--- src/rtl/pipe_stage_reg.sv ---
// Pipeline stage register: valid/data/ctrl latch with stall, flush and stall/bubble counters.
// Latency: 1 cycle from in_* to out_*; all outputs are registered.
// Backpressure: stall holds the contents; flush loads a bubble, or is deferred while stalled when FLUSH_PRIO=0.
module pipe_stage_reg #(
  parameter int DATA_W     = 64,
  parameter int CTRL_W     = 8,
  parameter int CNT_W      = 16,
  parameter int FLUSH_PRIO = 1,
  parameter int CLEAR_DATA = 0
) (
  input  logic              clock,
  input  logic              reset,
  input  logic              stall,
  input  logic              flush,
  input  logic              in_valid,
  input  logic [DATA_W-1:0] in_data,
  input  logic [CTRL_W-1:0] in_ctrl,
  input  logic              clear_counts,
  output logic              out_valid,
  output logic [DATA_W-1:0] out_data,
  output logic [CTRL_W-1:0] out_ctrl,
  output logic              flush_pending,
  output logic [CNT_W-1:0]  stall_count,
  output logic [CNT_W-1:0]  bubble_count
);

  logic              valid_q, valid_d;
  logic [DATA_W-1:0] data_q, data_d;
  logic [CTRL_W-1:0] ctrl_q, ctrl_d;
  logic              pend_q, pend_d;
  logic [CNT_W-1:0]  stall_cnt_q, stall_cnt_d;
  logic [CNT_W-1:0]  bubble_cnt_q, bubble_cnt_d;
  logic              eflush;
  logic              bubble_loaded;

  // Increment computed one bit wider; the carry-out means the counter is already at max.
  function automatic logic [CNT_W-1:0] sat_inc(input logic [CNT_W-1:0] cnt);
    logic [CNT_W:0] sum;
    sum = {1'b0, cnt} + {{CNT_W{1'b0}}, 1'b1};
    sat_inc = sum[CNT_W] ? cnt : sum[CNT_W-1:0];
  endfunction

  // A flush request is either live this cycle or remembered from an earlier stalled cycle.
  assign eflush = flush | pend_q;

  // Next-state selection: priority flush, then stall/hold, then deferred flush, then normal load.
  always_comb begin
    valid_d       = valid_q;
    data_d        = data_q;
    ctrl_d        = ctrl_q;
    pend_d        = pend_q;
    bubble_loaded = 1'b0;
    if ((FLUSH_PRIO != 0) && eflush) begin
      valid_d       = 1'b0;
      ctrl_d        = '0;
      data_d        = (CLEAR_DATA != 0) ? '0 : data_q;
      bubble_loaded = 1'b1;
    end else if (stall) begin
      if ((FLUSH_PRIO == 0) && flush) begin
        pend_d = 1'b1;
      end
    end else if (eflush) begin
      valid_d       = 1'b0;
      ctrl_d        = '0;
      data_d        = (CLEAR_DATA != 0) ? '0 : data_q;
      pend_d        = 1'b0;
      bubble_loaded = 1'b1;
    end else begin
      valid_d       = in_valid;
      data_d        = in_data;
      ctrl_d        = in_valid ? in_ctrl : '0;
      bubble_loaded = ~in_valid;
    end
    // With flush priority the deferral path never exists.
    if (FLUSH_PRIO != 0) begin
      pend_d = 1'b0;
    end
  end

  // Counter next-state: clear wins over any increment on the same edge.
  always_comb begin
    stall_cnt_d  = stall_cnt_q;
    bubble_cnt_d = bubble_cnt_q;
    if (clear_counts) begin
      stall_cnt_d  = '0;
      bubble_cnt_d = '0;
    end else begin
      if (stall) begin
        stall_cnt_d = sat_inc(stall_cnt_q);
      end
      if (bubble_loaded) begin
        bubble_cnt_d = sat_inc(bubble_cnt_q);
      end
    end
  end

  // State registers; reset clears everything immediately, including a pending flush.
  always_ff @(posedge clock or posedge reset) begin
    if (reset) begin
      valid_q      <= 1'b0;
      data_q       <= '0;
      ctrl_q       <= '0;
      pend_q       <= 1'b0;
      stall_cnt_q  <= '0;
      bubble_cnt_q <= '0;
    end else begin
      valid_q      <= valid_d;
      data_q       <= data_d;
      ctrl_q       <= ctrl_d;
      pend_q       <= pend_d;
      stall_cnt_q  <= stall_cnt_d;
      bubble_cnt_q <= bubble_cnt_d;
    end
  end

  assign out_valid     = valid_q;
  assign out_data      = data_q;
  assign out_ctrl      = ctrl_q;
  assign flush_pending = pend_q;
  assign stall_count   = stall_cnt_q;
  assign bubble_count  = bubble_cnt_q;

endmodule

--- config.mk ---
export PLATFORM = sky130hd
export DESIGN_NAME = pipe_stage_reg
export DESIGN_NICKNAME = d
export VERILOG_FILES = /design/src/rtl/pipe_stage_reg.sv
export SDC_FILE = /design/constraint.sdc
export NUM_CORES = 1
export LEC_CHECK = 0
export ABC_CLOCK_PERIOD_IN_PS = 6400
export CAP_MARGIN = 20
export CORE_UTILIZATION = 45
export CTS_CLUSTER_DIAMETER = 40
export DETAILED_ROUTE_END_ITERATION = 10
export PLACE_DENSITY_LB_ADDON = 0.1
export SLEW_MARGIN = 20
export SYNTH_ARGS = -nofsm -noshare
export SYNTH_HDL_FRONTEND = slang
export SYNTH_SLANG_ARGS = --single-unit
--- constraint.sdc ---
create_clock -name clock -period 6.4 [get_ports clock]
set_clock_uncertainty 0.1 [all_clocks]
set_input_delay 1.28 -clock clock [delete_from_list [all_inputs] [get_ports clock]]
set_output_delay 1.28 -clock clock [all_outputs]
set_load 0.1 [all_outputs]
== Yosys cells after proc, flatten, opt, wreduce, memory -nomap -nowiden ==
Index checks and enable logic that the tools add are counted.

* Word-level logic and storage cells: 31
* Bits of input ports: 78
* Register bits after elaboration: 105

* Add/sub/neg operators: 2
* Mux-type cells: 13
* Bitwise gates (word level): 3
* Reduce and logical (&&, ||, !) cells: 5
* Equal/unequal tests: 3

{| class="wikitable"
|+ Operators with widths
! operator !! count
|-
| 16-bit 2-to-1 mux || 6
|-
| 16-bit by 1-bit adder with 17-bit output (second input constant) || 2
|-
| 8-bit 2-to-1 mux || 3
|-
| 2-bit AND reduction || 3
|-
| 1-bit 2-to-1 mux || 4
|-
| 2-bit != test (second input constant) || 2
|-
| 2-bit nonzero test || 2
|-
| 1-bit inverter || 3
|-
| 2-bit by 1-bit != test with 1-bit output (second input constant) || 1
|}

== Longest topological paths before layout ==
Gate-level depths: netlist of run 1.

* Word-level depth: 5
* Gate-level depth with buffers: 6
* Mapped depth without buffers: 5

== Least setup slack after synthesis of run 1 ==
No wires, ideal clock.

* Path kind: input port to flip-flop
* From: input flush
* To: register data_q[0], in the netlist out_data[0]
* Slack: 3826 ps
* Data arrival time: 2348 ps
* Stages on the path: 4
* Cell sequence: clkbuf_1 -> nor2_2 -> buf_2 -> mux2_2

* Word-level cells in the longest chain between the ends: 2

{| class="wikitable"
|+ RTL lines
! what !! RTL line !! RTL
|-
| start: declaration || 14 || <nowiki>input logic flush,</nowiki>
|-
| 1-bit inverter (no source line) || -- ||
|-
| 2-bit AND reduction (no source line) || -- ||
|-
| end signal: assignment || 108 || <nowiki>data_q <= data_d;</nowiki>
|-
| end: declaration || 28 || <nowiki>logic [DATA_W-1:0] data_q, data_d;</nowiki>
|}

Every way passes these cells.
A chain may end at the register's enable or synchronous reset.

== Final worst setup path of run 1 ==
* From: input stall
* To: register data_q[0], in the netlist out_data[0]

* Word-level cells in the longest chain between the ends: 2

{| class="wikitable"
|+ RTL lines
! what !! RTL line !! RTL
|-
| start: declaration || 13 || <nowiki>input logic stall,</nowiki>
|-
| 1-bit inverter (no source line) || -- ||
|-
| 2-bit AND reduction (no source line) || -- ||
|}

Every way passes these cells.

==> run metrics, run 1 <==
Pleak=between 2 and 3 nW; PD cells=~280 nW/µm²; Primary FF master, synth=dfrtp_1; area share of fa/ha/maj cells after synthesis=0.005371; unrepaired setup endpoints after global routing=no; Max Fanout on Critical Path=26; Max Slew Vio Count=0; register bit total from synthesis=105; post-route worst setup slack=approximately 2.9 ns; slew of the pin with the lowest slew margin=around 1.0 ns; Mapped Nets=around 450; NetSw=around 840 µW; Root Driver=clkbuf_8; complex-gate fraction of the synthesized area=0.07438; sequential area share after synthesis=0.5639; die width=103.8 µm; multiplexer share of the synthesized area=0.1711; gpl congestion=about 0.74; vias in the first global route=between 3k and 4k; via/cell ratio=around 5.4; Max stage delay cell, worst path=clkdlybuf4s50_1; Netlist cell types=between 40 and 50; die area=approximately 11000 µm²; highest clock rate=283.4 MHz; hold path start=out_data[27]; syn avg cell area=roughly 13 µm²; Hold Path Class=reg2reg; flip-flop and latch area=approximately 2600 µm²; remaining global-route overflow=0; Hold Vio Cnt, Final=0; CP Buf/Inv Count=2; status=finished, final reports clean; Routed Wire Length=about 12000 µm; TritonRoute pass-1 iters=4; Peak VDD IR=~0.19 mV; Post-CTS Hold Fix Bufs=0; largest family of logic cells by synthesized area=multiplexers; # IOs=184; vias post-DR=between 3k and 4k; antenna violations before repair=0; DRT iter0 DRCs=98; Ant. Diodes=0; final setup vio count=0; Die Height=approximately 100 µm; Placed Cells=around 670; CTS tree=yes; H-tree depth=3; CP delay by family, top=buffers and inverters; Fill cells=783; post-synthesis simple-gate area fraction=0.1536; setup TNS=0 ns; number of remaining DRC errors=0; register share of total power=0.397; CP cell instances=clkdlybuf4s50_1 -> nor2_4 -> buf_4 -> mux2_2; combinational group share of total power=0.410; final non-filler cell total=691; CP Class=in2reg; Clock power frac=0.193; YS warnings=0; CP Launch Type=input pin; worst path required time=6.53 ns; first-pass GRT wire length=approximately 19000 µm; clk slew on worst S/H paths=0.08 ns; Sw Share=0.4396; Skew-Pair Late Insertion Delay=0.36 ns; Detail Placement HPWL=~8500 µm; Resize count post-CTS=0; row count=36; Slew HR=0.3081; Post-synth EDFFs=0; setup bufs post-CTS=0; Synth Instances=between 300 and 400; detail-routed net length per standard cell=about 17 µm; Int Pwr=between 1 and 1.5 mW; area of the multi-input gates=roughly 1900 µm²; r2r startpoint=bubble_count[0]; Area Growth Syn to Fin=45.54%; Max Root-Sink Buffers=2; initial core utilization=0.4702; crit path launch=stall; Nets=around 630; core area=between 9000 and 10000 µm²; largest stage delay on the critical path=between 0.8 and 0.9 ns; Synth async-reset ratio=1.000; synthesized area=around 4700 µm²; Post-Synth XOR/XNOR Area=0.005639; Final ANT Viol Nets=0; max-cap viol count=0; Total Routing Usage GR=0.2243; cts bufs inserted=9; largest net degree at the start of global routing=59; ratio of cells with drive above 1 in the final layout=0.1774; fin crit share=0.5514; Setup crit end kind=flop; Place WS=between 2 and 2.5 ns; worst path arrival time=between 3 and 4 ns; Final Critical Period=3.529 ns; CTS Sinks=around 110; Port Buffers=between 150 and 200
## logic make-up after synthesis
group / count (synthesis)
simple gates: 113
buf+inv: 22
other cells: 1
xor+xnor: 3
fa+ha+maj: 2
mux: 71
flops: 105
compound gates: 55
## area by class of cell
| type | instances | share of cell area |
|---|---|---|
| Multi-Input combinational cell | 245 | 0.2830 |
| Clock buffer | 11 | 0.01937 |
| Clock inverter | 5 | 0.005904 |
| Tap cell | 133 | 0.02454 |
| Timing Repair Buffer | 186 | 0.2760 |
| Sequential cell | 105 | 0.3875 |
| Inverter | 6 | 0.003690 |
## registers in the layout, indices dropped and copies added (netlist names)
name          cells
out_data         64
out_ctrl          8
bubble_count     16
out_valid         1
stall_count      16
## synth_stat cells, types with 2 or more instances
master	n	area, µm²
dfrtp_1	105	2628
mux2_2	66	743.2
a21oi_1	28	140.1
nor2_1	23	86.33
nand4_1	11	68.82
o31ai_1	11	82.58
or4_1	11	82.58
nand3_1	10	50.05
and3_1	8	50.05
and4_1	8	70.07
buf_2	7	35.03
nand2_1	7	26.28
or3_1	7	43.79
inv_1	6	22.52
nor2b_1	5	31.28
clkbuf_1	4	15.01
nand2b_1	4	25.02
nor4_1	4	25.02
o21ai_0	4	20.02
buf_4	3	22.52
mux2_1	3	33.78
nor3_1	3	15.01
o21ai_1	3	15.01
xnor2_1	3	26.28
a2111oi_2	2	30.03
a22oi_1	2	15.01
ha_1	2	25.02
mux2i_1	2	20.02
nand4_4	2	42.54
nor4_2	2	25.02
o41ai_1	2	17.52
or3_2	2	15.01
## power by group through the flow
stage	Sequential, mW	Clock, mW	Combinational [mW]
2_1_floorplan	1.25	0	0.0987
4_1_cts	0.764	0.382	0.790
3_5_place_dp	0.777	0	0.789
6_report	0.763	0.371	0.788
5_1_grt	0.773	0.406	0.809
3_3_place_gp	0.773	0	0.782
## per-stage QoR
| step | cell area (µm²) | utilization | hold WS, ns | power [mW] |
|---|---|---|---|---|
| after global placement | 6583 | 0.6643 | 0.3898 | 1.555 |
| after global routing | 6782 | 0.6843 | 0.4250 | 1.988 |
| after CTS | 6754 | 0.6816 | 0.4162 | 1.936 |
| after floorplan | 4659 | - | 0.9356 | 1.351 |
| final | 6782 | 0.6843 | 0.4123 | 1.922 |
| after detailed placement | 6583 | 0.6643 | 0.3950 | 1.565 |
## layout by cell type (no fill, tap or decap), drive strengths merged
cell type        n
o21ai            7
nand2            7
dfrtp          105
xnor2            3
conb             1
nor3             4
a2111oi          2
o31ai           11
o21bai           1
clkdlybuf4s50  182
or3              9
a21oi           28
nor2b            5
o41ai            2
a211oi           1
nand3           11
and4             9
nor4b            1
buf              4
a22oi            2
clkinv           1
mux2i            2
nand2b           4
and3             8
inv              7
mux2            69
nand4           14
nor2            24
clkbuf          11
o21a             1
or4             11
nor4             6
ha               2
clkinvlp         3
## worst register-to-register path: stages, from the launching register on
cell and delay, ns:
dfrtp_1 0.46, ha_1 0.37, nand3_1 0.13, nor4_2 0.60, nor2_1 0.17, mux2_1 0.35
## path summary, 6_finish.rpt
check | slack (ns) | to | cells after the start
min | 0.41 | out_data[27] | 1
min reg2reg | 0.41 | out_data[27] | 1
max reg2reg | 4.10 | bubble_count[0] | 5
max | 2.87 | out_data[0] | 4
max in group asynchronous | 3.79 | out_data[35] | 3
min in group asynchronous | 1.28 | bubble_count[14] | 2
## per-layer routing
metal,global-route usage,routed length [µm],up-vias
met5,0,0,-
met4,0.1041,404,0
met3,0.05979,845,27
met2,0.3629,5681,145
met1,0.2814,4792,1844
li1,-,-,1749
Note: power is estimated with default switching activity, not from simulation.
==> run 2, diff against run 1 <==
--- a/config.mk
+++ b/config.mk
@@ -5,9 +5,9 @@
 export SDC_FILE = /design/constraint.sdc
 export NUM_CORES = 1
 export LEC_CHECK = 0
-export ABC_CLOCK_PERIOD_IN_PS = 6400
+export ABC_CLOCK_PERIOD_IN_PS = 3700
 export CAP_MARGIN = 20
-export CORE_UTILIZATION = 45
+export CORE_UTILIZATION = 44
 export CTS_CLUSTER_DIAMETER = 40
 export DETAILED_ROUTE_END_ITERATION = 10
 export PLACE_DENSITY_LB_ADDON = 0.1
==> constraint.sdc (replaced) <==
create_clock -name clock -period 3.7 [get_ports clock]
set_clock_uncertainty 0.1 [all_clocks]
set_input_delay 0.74 -clock clock [delete_from_list [all_inputs] [get_ports clock]]
set_output_delay 0.74 -clock clock [all_outputs]
set_load 0.1 [all_outputs]
==> run 2 against run 1 <==
Global-route usage down 1.3 points. Cell count up 0.87%. Via count down 2.0%. Worst setup slack worse by 2.1 ns. Cell area up 0.54%. Routed wire length down 3.6%. Register-to-register slack worse by 2.7 ns. Clock power up 120%. Count of clock-buffer cells in the layout down 2. Power up 81%. Critical path type is now reg2out. Sequential share of layout area down 0.21 points.
==> run metrics, run 2 (synthesis gave the netlist of run 1 again) <==
H-tree depth=3 (unchanged); CP Class=reg2out; CP Launch Type=flop; ratio of cells with drive above 1 in the final layout=0.2103 (+0.03292); antenna violations before repair=0 (unchanged); slew of the pin with the lowest slew margin=1.023 ns (-0.01190 ns); CTS Sinks=105 (unchanged); # IOs=184 (unchanged); unrepaired setup endpoints after global routing=no; first-pass GRT wire length=18450 µm (-4.3%); PD cells=511.6 nW/µm² (+81%); Crit. path cell count=1 (-3); Pleak=2.769 nW (+2.7%); Setup crit end kind=output port; clk slew on worst S/H paths=0.11 ns (+0.03 ns); setup TNS=0 ns (unchanged); worst path required time=2.86 ns (-3.67 ns); Reg2Reg Setup Slack=1.41 ns (-2.69 ns); final setup vio count=0 (unchanged); Area Growth Syn to Fin=46.32%; Ant. Diodes=0 (unchanged); most frequent cells in the layout=clkdlybuf4s50_1 (168), dfrtp_1 (105), mux2_2 (66); Resize count post-CTS=0 (unchanged); final core occ=0.6634 (-0.02096); Nets=636 (+0.47%); Die Height=104.9 µm (+1.1%); r2r startpoint=bubble_count[0]; Final ANT Viol Nets=0 (unchanged); Largest register FFs=64 (unchanged); fin crit share=0.7804; TritonRoute pass-1 iters=4 (unchanged); Skew-Pair Late Insertion Delay=0.37 ns (about the same); Final Critical Period=approximately 2.9 ns; max-cap viol count=0 (unchanged); die area=11010 µm² (+2.2%); Detail Placement HPWL=8271 µm (-2.8%); Hold Vio Cnt, Final=0 (unchanged); critical path capture point=stall_count[5]; Fill cells=809 (+3.3%); reg2reg path depth=5 (unchanged); via/cell ratio=5.296 (-2.8%); setup bufs post-CTS=0 (unchanged); remaining global-route overflow=0 (unchanged); detail-routed net length per standard cell=16.22 µm (-4.4%); status=finished, final reports clean; initial core utilization=0.4534 (-0.01683); largest net degree at the start of global routing=48 (-19%); Total Routing Usage GR=0.2117 (-0.01260); Max Root-Sink Buffers=2 (unchanged); Hold Path Class=reg2reg; vias post-DR=3691 (-2.0%); highest clock rate=346.3 MHz; number of remaining DRC errors=0 (unchanged); Max Fanout on Critical Path=7 (-73%); row count=37 (+2.8%); Slew HR=0.3160 (+0.007960); Max stage delay cell, worst path=clkdlybuf4s50_1; CP cell instances=clkdlybuf4s50_1; Max Slew Vio Count=0 (unchanged); cts bufs inserted=9 (unchanged); Root Driver=clkbuf_8; CTS tree=yes; Peak VDD IR=0.3303 mV (+76%); die width=104.9 µm (+1.1%); core area=10280 µm² (+3.7%); CP Buf/Inv Count=1 (-1); Port Buffers=182 (unchanged); gpl congestion=0.7825 (+5.7%); crit path launch=stall_count[5]; vias in the first global route=3645 (-3.0%); FF-to-FF End=bubble_count[0]; commonest non-fill, non-tap cell in the layout=clkdlybuf4s50_1; Routed Wire Length=11300 µm (-3.6%); DRT iter0 DRCs=111 (+13%); worst path arrival time=2.05 ns (-1.61 ns); CP delay by family, top=buffers and inverters; largest stage delay on the critical path=1.18 ns (+0.34 ns); Post-CTS Hold Fix Bufs=0 (unchanged)
[run 2: changes by cell type in the layout (fill, tap and decap cells not counted)]
cell / before / now
bufinv_16: 0 / 2
buf_16: 1 / 0
inv_8: 0 / 1
clkdlybuf4s50_1: 182 / 168
buf_4: 3 / 21
clkbuf_1: 2 / 0
clkinv_8: 0 / 1
clkinvlp_4: 3 / 1
[run 2: per-stage QoR]
stage | power, mW | hold slack [ns] | std cells | instance area [µm²] | worst slack (ns)
final | 3.488 | 0.3969 | 697 | 6818 | 0.8124
after global routing | 3.608 | 0.4187 | 697 | 6818 | 0.7571
after CTS | 3.522 | 0.3990 | 697 | 6818 | 0.7830
after detailed placement | 2.705 | 0.3731 | 681 | 6581 | 0.8164
after global placement | 2.690 | 0.3671 | 681 | 6581 | 0.8481
after floorplan | 2.336 | 0.7917 | 372 | 4659 | 0.09946
[run 2: worst min-delay path by stage]
stage                     startpoint          end  depth (start not counted)
after detailed placement   out_valid    out_valid                          1
after global routing       out_valid    out_valid                          1
final                      out_valid    out_valid                          1
after CTS                  out_valid    out_valid                          1
after global placement     out_valid    out_valid                          1
after floorplan           in_data[0]  out_data[0]                          1
[run 2: area by class of cell]
class | count | area [µm²] | area share
Tap cell | 136 | 170.2 | 0.02496
Timing Repair Buffer | 189 | 1839 | 0.2698
Clock buffer | 9 | 123.9 | 0.01817
Sequential cell | 105 | 2628 | 0.3854
Clock inverter | 7 | 112.6 | 0.01652
Multi-Input combinational cell | 245 | 1919 | 0.2815
Inverter | 6 | 25.02 | 0.003670
[run 2: report_power, final]
part	switching [mW]	leakage [nW]	internal [mW]
Clock	0.417	0.115	0.395
Sequential	0.0603	1.32	1.26
Combinational	1.00	1.34	0.354
[run 2: routing by layer]
metal	GRT usage	up-vias	wire, µm
li1	-	1749	-
met1	0.2763	1791	4850
met2	0.3439	139	5498
met3	0.05926	12	783
met4	0.06338	0	170
met5	0	-	0
